<file path="config.mk">
export PLATFORM = sky130hd
export DESIGN_NAME = multiword_add_seq
export DESIGN_NICKNAME = d
export VERILOG_FILES = /design/src/rtl/add_pkg.sv /design/src/rtl/word_adder32.sv /design/src/rtl/multiword_add_seq.sv
export SDC_FILE = /design/constraint.sdc
export NUM_CORES = 1
export LEC_CHECK = 0
export ABC_AREA = 1
export BUFFER_PORTS_ARGS = -buffer_cell sky130_fd_sc_hd__buf_2
export CAP_MARGIN = 20
export CORE_ASPECT_RATIO = 0.7
export CORE_UTILIZATION = 43
export CTS_CLUSTER_SIZE = 28
export DETAILED_ROUTE_END_ITERATION = 10
export PLACE_DENSITY = 0.73
export SLEW_MARGIN = 20
export SYNTH_ARGS = -nofsm -noshare
export SYNTH_HDL_FRONTEND = slang
export SYNTH_SLANG_ARGS = --single-unit
</file>
<file path="constraint.sdc">
create_clock -name clk -period 6.2 [get_ports clk]
set_clock_uncertainty 0.05 [all_clocks]
set_input_delay 1.24 -clock clk [delete_from_list [all_inputs] [get_ports clk]]
set_output_delay 1.24 -clock clk [all_outputs]
set_load 0.005 [all_outputs]
</file>
<file path="src/rtl/add_pkg.sv">
// Shared types and constants for the word-serial multiword adder.
package add_pkg;
  localparam int unsigned ADDER_W = 32;

  typedef enum logic [1:0] {
    IDLE,
    RUN,
    DONE
  } state_t;
endpackage

</file>
<file path="src/rtl/word_adder32.sv">
// Single 32-bit combinational ripple stage shared by every word of the operation.
module word_adder32
  import add_pkg::*;
(
  input  logic [ADDER_W-1:0] a,
  input  logic [ADDER_W-1:0] b,
  input  logic               cin,
  output logic [ADDER_W-1:0] sum,
  output logic               cout
);

  assign {cout, sum} = (ADDER_W+1)'(a) + (ADDER_W+1)'(b) + (ADDER_W+1)'(cin);

endmodule

</file>
<file path="src/rtl/multiword_add_seq.sv">
// Multiword add/subtract processed one 32-bit word per cycle, LSW first,
// with valid/ready handshakes on both operand and result sides.
module multiword_add_seq
  import add_pkg::*;
#(
  parameter int unsigned WORDS = 4
) (
  input  logic                       clk,
  input  logic                       rst_n,
  input  logic                       in_valid,
  output logic                       in_ready,
  input  logic [ADDER_W*WORDS-1:0]   a,
  input  logic [ADDER_W*WORDS-1:0]   b,
  input  logic                       cin,
  input  logic                       sub,
  output logic                       out_valid,
  input  logic                       out_ready,
  output logic [ADDER_W*WORDS-1:0]   sum,
  output logic                       cout,
  output logic                       ovf
);

  localparam int unsigned IDX_W = $clog2(WORDS);

  state_t                            state;
  state_t                            state_nxt;
  logic [WORDS-1:0][ADDER_W-1:0]     a_r;
  logic [WORDS-1:0][ADDER_W-1:0]     b_r;
  logic [WORDS-1:0][ADDER_W-1:0]     sum_w;
  logic                              carry;
  logic [IDX_W-1:0]                  idx;
  logic [ADDER_W-1:0]                ws;
  logic                              wc;
  logic                              accept;
  logic                              last;

  assign in_ready  = (state == IDLE) && rst_n;
  assign out_valid = (state == DONE);
  assign accept    = in_valid && in_ready;
  assign last      = (idx == IDX_W'(WORDS - 1));
  assign sum       = sum_w;

  word_adder32 u_adder (
    .a    (a_r[idx]),
    .b    (b_r[idx]),
    .cin  (carry),
    .sum  (ws),
    .cout (wc)
  );

  always_ff @(posedge clk) begin
    if (!rst_n) state <= IDLE;
    else        state <= state_nxt;
  end

  always_comb begin
    state_nxt = state;
    case (state)
      IDLE:    if (accept)    state_nxt = RUN;
      RUN:     if (last)      state_nxt = DONE;
      DONE:    if (out_ready) state_nxt = IDLE;
      default:                state_nxt = IDLE;
    endcase
  end

  // Subtraction is folded into the capture as A + ~B + 1.
  always_ff @(posedge clk) begin
    if (!rst_n) begin
      a_r   <= '0;
      b_r   <= '0;
      carry <= 1'b0;
      idx   <= '0;
      sum_w <= '0;
      cout  <= 1'b0;
      ovf   <= 1'b0;
    end else begin
      case (state)
        IDLE: begin
          if (accept) begin
            a_r   <= a;
            b_r   <= sub ? ~b : b;
            carry <= sub ? 1'b1 : cin;
            idx   <= '0;
          end
        end
        RUN: begin
          sum_w[idx] <= ws;
          carry      <= wc;
          idx        <= idx + IDX_W'(1);
          if (last) begin
            cout <= wc;
            ovf  <= (a_r[WORDS-1][ADDER_W-1] == b_r[WORDS-1][ADDER_W-1]) &&
                    (ws[ADDER_W-1] != a_r[WORDS-1][ADDER_W-1]);
          end
        end
        default: ;
      endcase
    end
  end

endmodule

</file>
# Word-level counts from Yosys, hierarchy flattened
# Cells that the tools add are included.
classes:
  bitwise_logic: 1
  addsub: 3
  n_lt_le_gt_ge: 2
  n_mux: 17
  eq_ne: 8
  n_reduce_logical: 10
op_table:
  columns: ["op", "n"]
  rows:
  - ["32-bit binary-select mux with 2-bit select", 2]
  - ["128-bit bitwise mux", 1]
  - ["128-bit two-way mux", 1]
  - ["128-bit inverter", 1]
  - ["32-bit two-way mux", 3]
  - ["32-bit demux with 2-bit select", 1]
  - ["32-bit by 32-bit adder with 33-bit output", 1]
  - ["33-bit by 1-bit adder with 33-bit output", 1]
  - ["2-bit two-way mux", 4]
  - ["2-bit one-hot mux with 3 select lines", 1]
  - ["2-bit AND reduction", 3]
  - ["2-bit equality test, second input constant", 2]
  - ["1-bit logical AND", 4]
  - ["2-bit inequality test, second input constant", 2]
  - ["2-bit one-hot mux with 2 select lines", 1]
  - ["2-bit by 3-bit < comparator with 1-bit output, second input constant", 1]
  - ["3-bit AND reduction", 1]
  - ["2-bit by 1-bit adder with 2-bit output, second input constant", 1]
  - ["2-bit by 1-bit equality test with 1-bit output, second input constant", 1]
  - ["2-bit by 1-bit >= comparator with 1-bit output, second input constant", 1]
  - ["2-bit zero test", 1]
  - ["1-bit two-way mux", 2]
  - ["2-bit by 1-bit inequality test with 1-bit output, second input constant", 1]
  - ["1-bit one-hot mux with 2 select lines", 1]
  - ["3 further kinds", 3]
word_totals:
  register_bits: 391
  input_bits: 262
  word_cells: 58
  output_inout_bits: 132

# Logic depth before layout (Yosys ltp)
depth:
  depth_word: 6
  mapped_depth: 20

# Modules after synthesis
# Synthesis repeated with hierarchy kept, for this count alone.
hier_totals:
  hier_cells: 2765
  hier_area_um2: 19318.5
modules_own_cells:
  columns: ["module", "n_inst", "area_per_inst_um2", "cells_per_inst"]
  rows:
  - ["multiword_add_seq", 1, 16937.5, 2263]
  - ["word_adder32", 1, 2381.0, 502]

# Worst setup path before layout
# No wires, ideal clock.
synth_timing:
  path_type: "register -> register"
  from: "register idx[0]"
  to: "register sum_w (netlist bit sum[124])"
  t_arrival_ns: 3.069
  path_buffers: 3
  stages_incl_launch_ff: 21
  required_time_ns: 6.041
  setup_slack_ns: 2.972
  cell_sequence: "dfxtp_1 > clkbuf_1 > inv_1 > buf_2 > clkbuf_1 > nor2_1 > o22ai_1 > fa_1 > fa_1 > nand3_1 > nand2_1 > nand2_1 > nand2_2 > a21oi_2 > inv_1 > nand2_1 > nand2_1 > nand2_2 > nand3_1 > nand2_1 > inv_1"
synth_via:
  elab_chain_len: 5
  elab_cells_between_ends: 12
  classes_between: "2 x add/sub; 2 x order compare; 7 x mux; 1 x reduce/logical"
synth_rtl:
  columns: ["item", "line", "text"]
  rows:
  - ["start, declared", "multiword_add_seq.sv:31", "logic [IDX_W-1:0] idx;"]
  - ["start signal, assigned", "multiword_add_seq.sv:89", "idx <= idx + IDX_W'(1);"]
  - ["32-bit binary-select mux with 2-bit select (tied with other cells)", "multiword_add_seq.sv:44", ".a (a_r[idx]),"]
  - ["32-bit two-way mux (not written as such) (tied with other cells)", "multiword_add_seq.sv:44", null]
  - ["32-bit by 32-bit adder with 33-bit output / 32-bit two-way mux (equally long branches)", "word_adder32.sv:12, multiword_add_seq.sv:87", null]
  - ["33-bit by 1-bit adder with 33-bit output / 32-bit demux with 2-bit select (equally long branches)", "word_adder32.sv:12, multiword_add_seq.sv:87", null]
  - ["128-bit bitwise mux *", "multiword_add_seq.sv:87", "sum_w[idx] <= ws;"]
  - ["end signal, assigned by index", "multiword_add_seq.sv:87", null]
  - ["end, declared", "multiword_add_seq.sv:29", "logic [WORDS-1:0][ADDER_W-1:0] sum_w;"]
# Mark *: on every way between the ends. The rest lies on a longest branch, timed or not. The select of a mux whose other input is x is not followed.
# A chain may end at the register's enable or synchronous reset.

# Worst setup path after layout
layout_timing:
  from: "register idx[0]"
  to: "register sum_w (netlist bit sum[91])"
# Same word-level chain as after synthesis.

==> impl_metrics.py <==
metrics = {
    "outcome": {
        "run_status": "finished, final reports clean",
    },
    "logic_synthesis": {
        "synthArstFlopShare_pct": 0,
        "ys_seq_elements": 391,
        "ys_types": 42,
        "yosysSeqAreaShare_pct": 41.7,
        "yosys.area.top_type": "dfxtp_1",
        "synth_cells": 2515,
        "netlist_area_um2": 18800,
        "synth_top_area_share_pct": 41.7,
        "ys_warn_count": 0,
        "synth_edf_count": 0,
        "ys_top_cells_by_area": "dfxtp_1 (42%), nand3_1 (9.2%), nand2_1 (8.6%), o21ai_0 (8.5%), xnor2_1 (6.1%)",
        "synth_ff_type": "dfxtp_1",
        "synth.avg_cell_area_um2": 7.47,
        "syn_nets": 2814,
    },
    "power_and_ir_drop": {
        "p_comb_share_pct": 24.3,
        "p_seq_share_pct": 40.0,
        "p_switching_uw": 2360,
        "ir_drop_mv": 0.170,
        "internal_power_uw": 4760,
        "cellPowerDensity_nw_per_um2": 320,
        "netSwitchingFraction_pct": 33.1,
        "power_frac_clock_pct": 35.7,
        "p_leak_uw": 0.0106,
    },
    "route": {
        "vias": 18261,
        "wire_per_inst_um": 18.4,
        "drcViolationCount": 0,
        "viasPerCell": 5.36,
        "drt_first_pass_iters": 5,
        "wl_um": 62800,
        "ant_nets": 0,
        "drt_iter0_drc": 1542,
    },
    "floorplanning": {
        "rows": 63,
        "die_h_um": 177,
        "dieArea_um2": 44600,
        "io_pins": 394,
        "start_util_pct": 44.0,
        "die_w_um": 252,
        "coreArea_um2": 42700,
    },
    "cts": {
        "worstSkewPairLatency_ns": 0.56,
        "cts_num_sinks": 391,
        "cts_resized": 0,
        "cts_hold_buf": 0,
        "cts_tree": "yes",
        "cts_setup_buffers": 0,
        "cts.clk_slew.worst_paths_ns": 0.07,
        "cts_buffer_depth": 3,
        "numCtsBuffers": 41,
        "htree_levels": 2,
        "root_buffer": "clkbuf_16",
    },
    "placed_design": {
        "io_buffers": 393,
        "placement.cell_area_um2": 20800,
        "gp_congestion": 1.00,
        "dp_hpwl_um": 44400,
        "place_ws_ns": 2.03,
        "dp_cells": 3325,
    },
    "final_layout": {
        "final_cell_mix": "nand2_1 (431), buf_2 (391), dfxtp_1 (389)",
        "final_nets": 3082,
        "stdcell_area_um2": 22200,
        "drive_gt1_share_pct": 19.3,
        "area_growth_pct": 18.2,
        "finalNonFillerCells": 3404,
        "final_core_util_pct": 52.0,
        "layout_commonest_cell": "nand2_1",
        "fillers": 4177,
    },
    "timing": {
        "period_share_pct": 68.1,
        "hold_viol": 0,
        "max_freq_mhz": 237,
        "final.min_clock_period_ns": 4.22,
        "grt_setup_unrepaired": "no",
        "drv_slew": 0,
        "setup_viol_count_final": 0,
        "fin_tns_setup_ns": 0,
        "slew_headroom_pct": 28.0,
        "layout_setup_ws_ns": 1.98,
        "tightest_slew_ns": 1.08,
    },
    "global_routing": {
        "grt_pass1_vias": 17334,
        "grt_use_total_pct": 27.2,
        "grt_pass1_wl_um": 95300,
        "antenna_found_initial": 4,
        "grt_overflow_total": 0,
        "grt_max_degree": 294,
    },
    "setup_path": {
        "slowest_delay_ns": 0.83,
        "crit_fanout": 69,
        "path_common_cell": "nand2_1",
        "criticalPathCategory": "flip-flop to flip-flop",
        "worst_ep_required_time_ns": 6.59,
        "reg2reg_depth": 17,
        "r2r_slack_ns": 1.98,
        "r2r-end": "sum[91]",
        "arrival_ns": 4.61,
        "crit_chain": "inv_4 > buf_4 > o21ai_0 > o22ai_1 > ha_1 > nand2_1 > inv_1 > nand2_1 > nand2_1 > a21oi_2 > nor2_1 > nor3_1 > nand2_1 > nand2_1 > nand3_1 > nand2_1 > inv_1",
        "crit_slowest_cell": "dfxtp_4",
        "endpoint_kind": "flip-flop",
        "critical_path.startpoint_type": "flip-flop",
        "r2r_start": "idx[0]",
    },
    "worst_hold_path": {
        "hp-start": "a_r[73]",
        "hold_depth": 2,
        "hold_class": "flip-flop to flip-flop",
        "min_to": "a_r[73]",
    },
    "run": {
        "drv_cap": 0,
    },
}
-- how the worst max path moves through the flow --
stage	startpoint	endpoint	slack [ns]	cells past startpoint
after floorplan	idx[0]	sum[124]	2.97	20
after global placement	rst_n	sum[16]	2.07	6
after detailed placement	rst_n	sum[16]	2.03	6
after CTS	idx[0]	sum[91]	2.09	16
after global routing	idx[0]	sum[27]	1.70	17
final	idx[0]	sum[91]	1.98	17
-- final cells by class --
class,instances,area (µm²),share of cell area (%)
Tap cell,585,732,3.29
Clock inverter,21,228,1.02
Antenna cell,4,10.0,0.0450
Sequential cell,391,7830,35.2
Timing Repair Buffer,405,2100,9.46
Multi-Input combinational cell,1762,9490,42.7
Clock buffer,54,1140,5.15
Inverter,182,688,3.10
-- cells in the mapped netlist, types with 15 or more instances --
cell        n
buf_2      60
clkbuf_1   89
o21a_1     54
o21ai_0   318
a21oi_1    43
inv_1     171
dfxtp_1   391
ha_1       35
nor2_1    175
nand3_1   345
nand2_2    15
nand2_1   431
xnor2_1   131
o21bai_1   56
buf_1      16
o22ai_1    64
-- through the flow --
step / total power, µW / hold slack [ns]
after detailed placement: 4600 / 0.406
final: 7120 / 0.413
after global routing: 7440 / 0.433
after CTS: 7140 / 0.416
after floorplan: 3980 / 0.390
after global placement: 4580 / 0.399
-- per-layer routing --
layer | wire length [µm] | up-vias | share of wire, % | global-route usage [%]
met3 | 4450 | 131 | 7.1 | 4.88
met5 | 11 | - | 0.018 | 0
li1 | - | 8884 | - | -
met1 | 27400 | 8568 | 44 | 35.8
met4 | 2210 | 2 | 3.5 | 10.2
met2 | 28600 | 676 | 46 | 44.4
-- flip-flops by register name (all words and copies together), names as in the netlist --
signal and count:
a_r 128, b_r 128, sum 128, idx 2, state 2, carry 1
cout 1, ovf 1
-- power by group through the flow --
stage               sequential (µW)  combinational, µW  clock, µW
floorplan                      2860               1120          0
global placement               2900               1680          0
detailed placement             2900               1700          0
CTS                            2850               1710       2580
global route                   2870               1890       2680
finish                         2850               1730       2540
-- logic make-up (layout without fill, tap and decap cells) --
| family | count (synthesis) | in the layout | share of synthesized area (%) |
|---|---|---|---|
| AOI/OAI and AO/OA | 581 | 581 | 18.0 |
| and+or+nand+nor | 1003 | 1003 | 23.2 |
| buffers and inverters | 362 | 662 | 7.95 |
| adders and majority gates | 37 | 37 | 2.54 |
| DFF | 391 | 391 | 41.7 |
| other | 0 | 4 | 0 |
| xor gates and xnor gates | 141 | 141 | 6.57 |
-- critical path: cells and delay by family, from the launching register on --
family	cells	cell delay [ns]
and+or+nand+nor	9	1.25
buffers and inverters	4	0.95
DFF	1	0.83
AOI/OAI and AO/OA	3	0.57
adders and majority gates	1	0.39
Note: power is estimated with default switching activity, not from simulation.
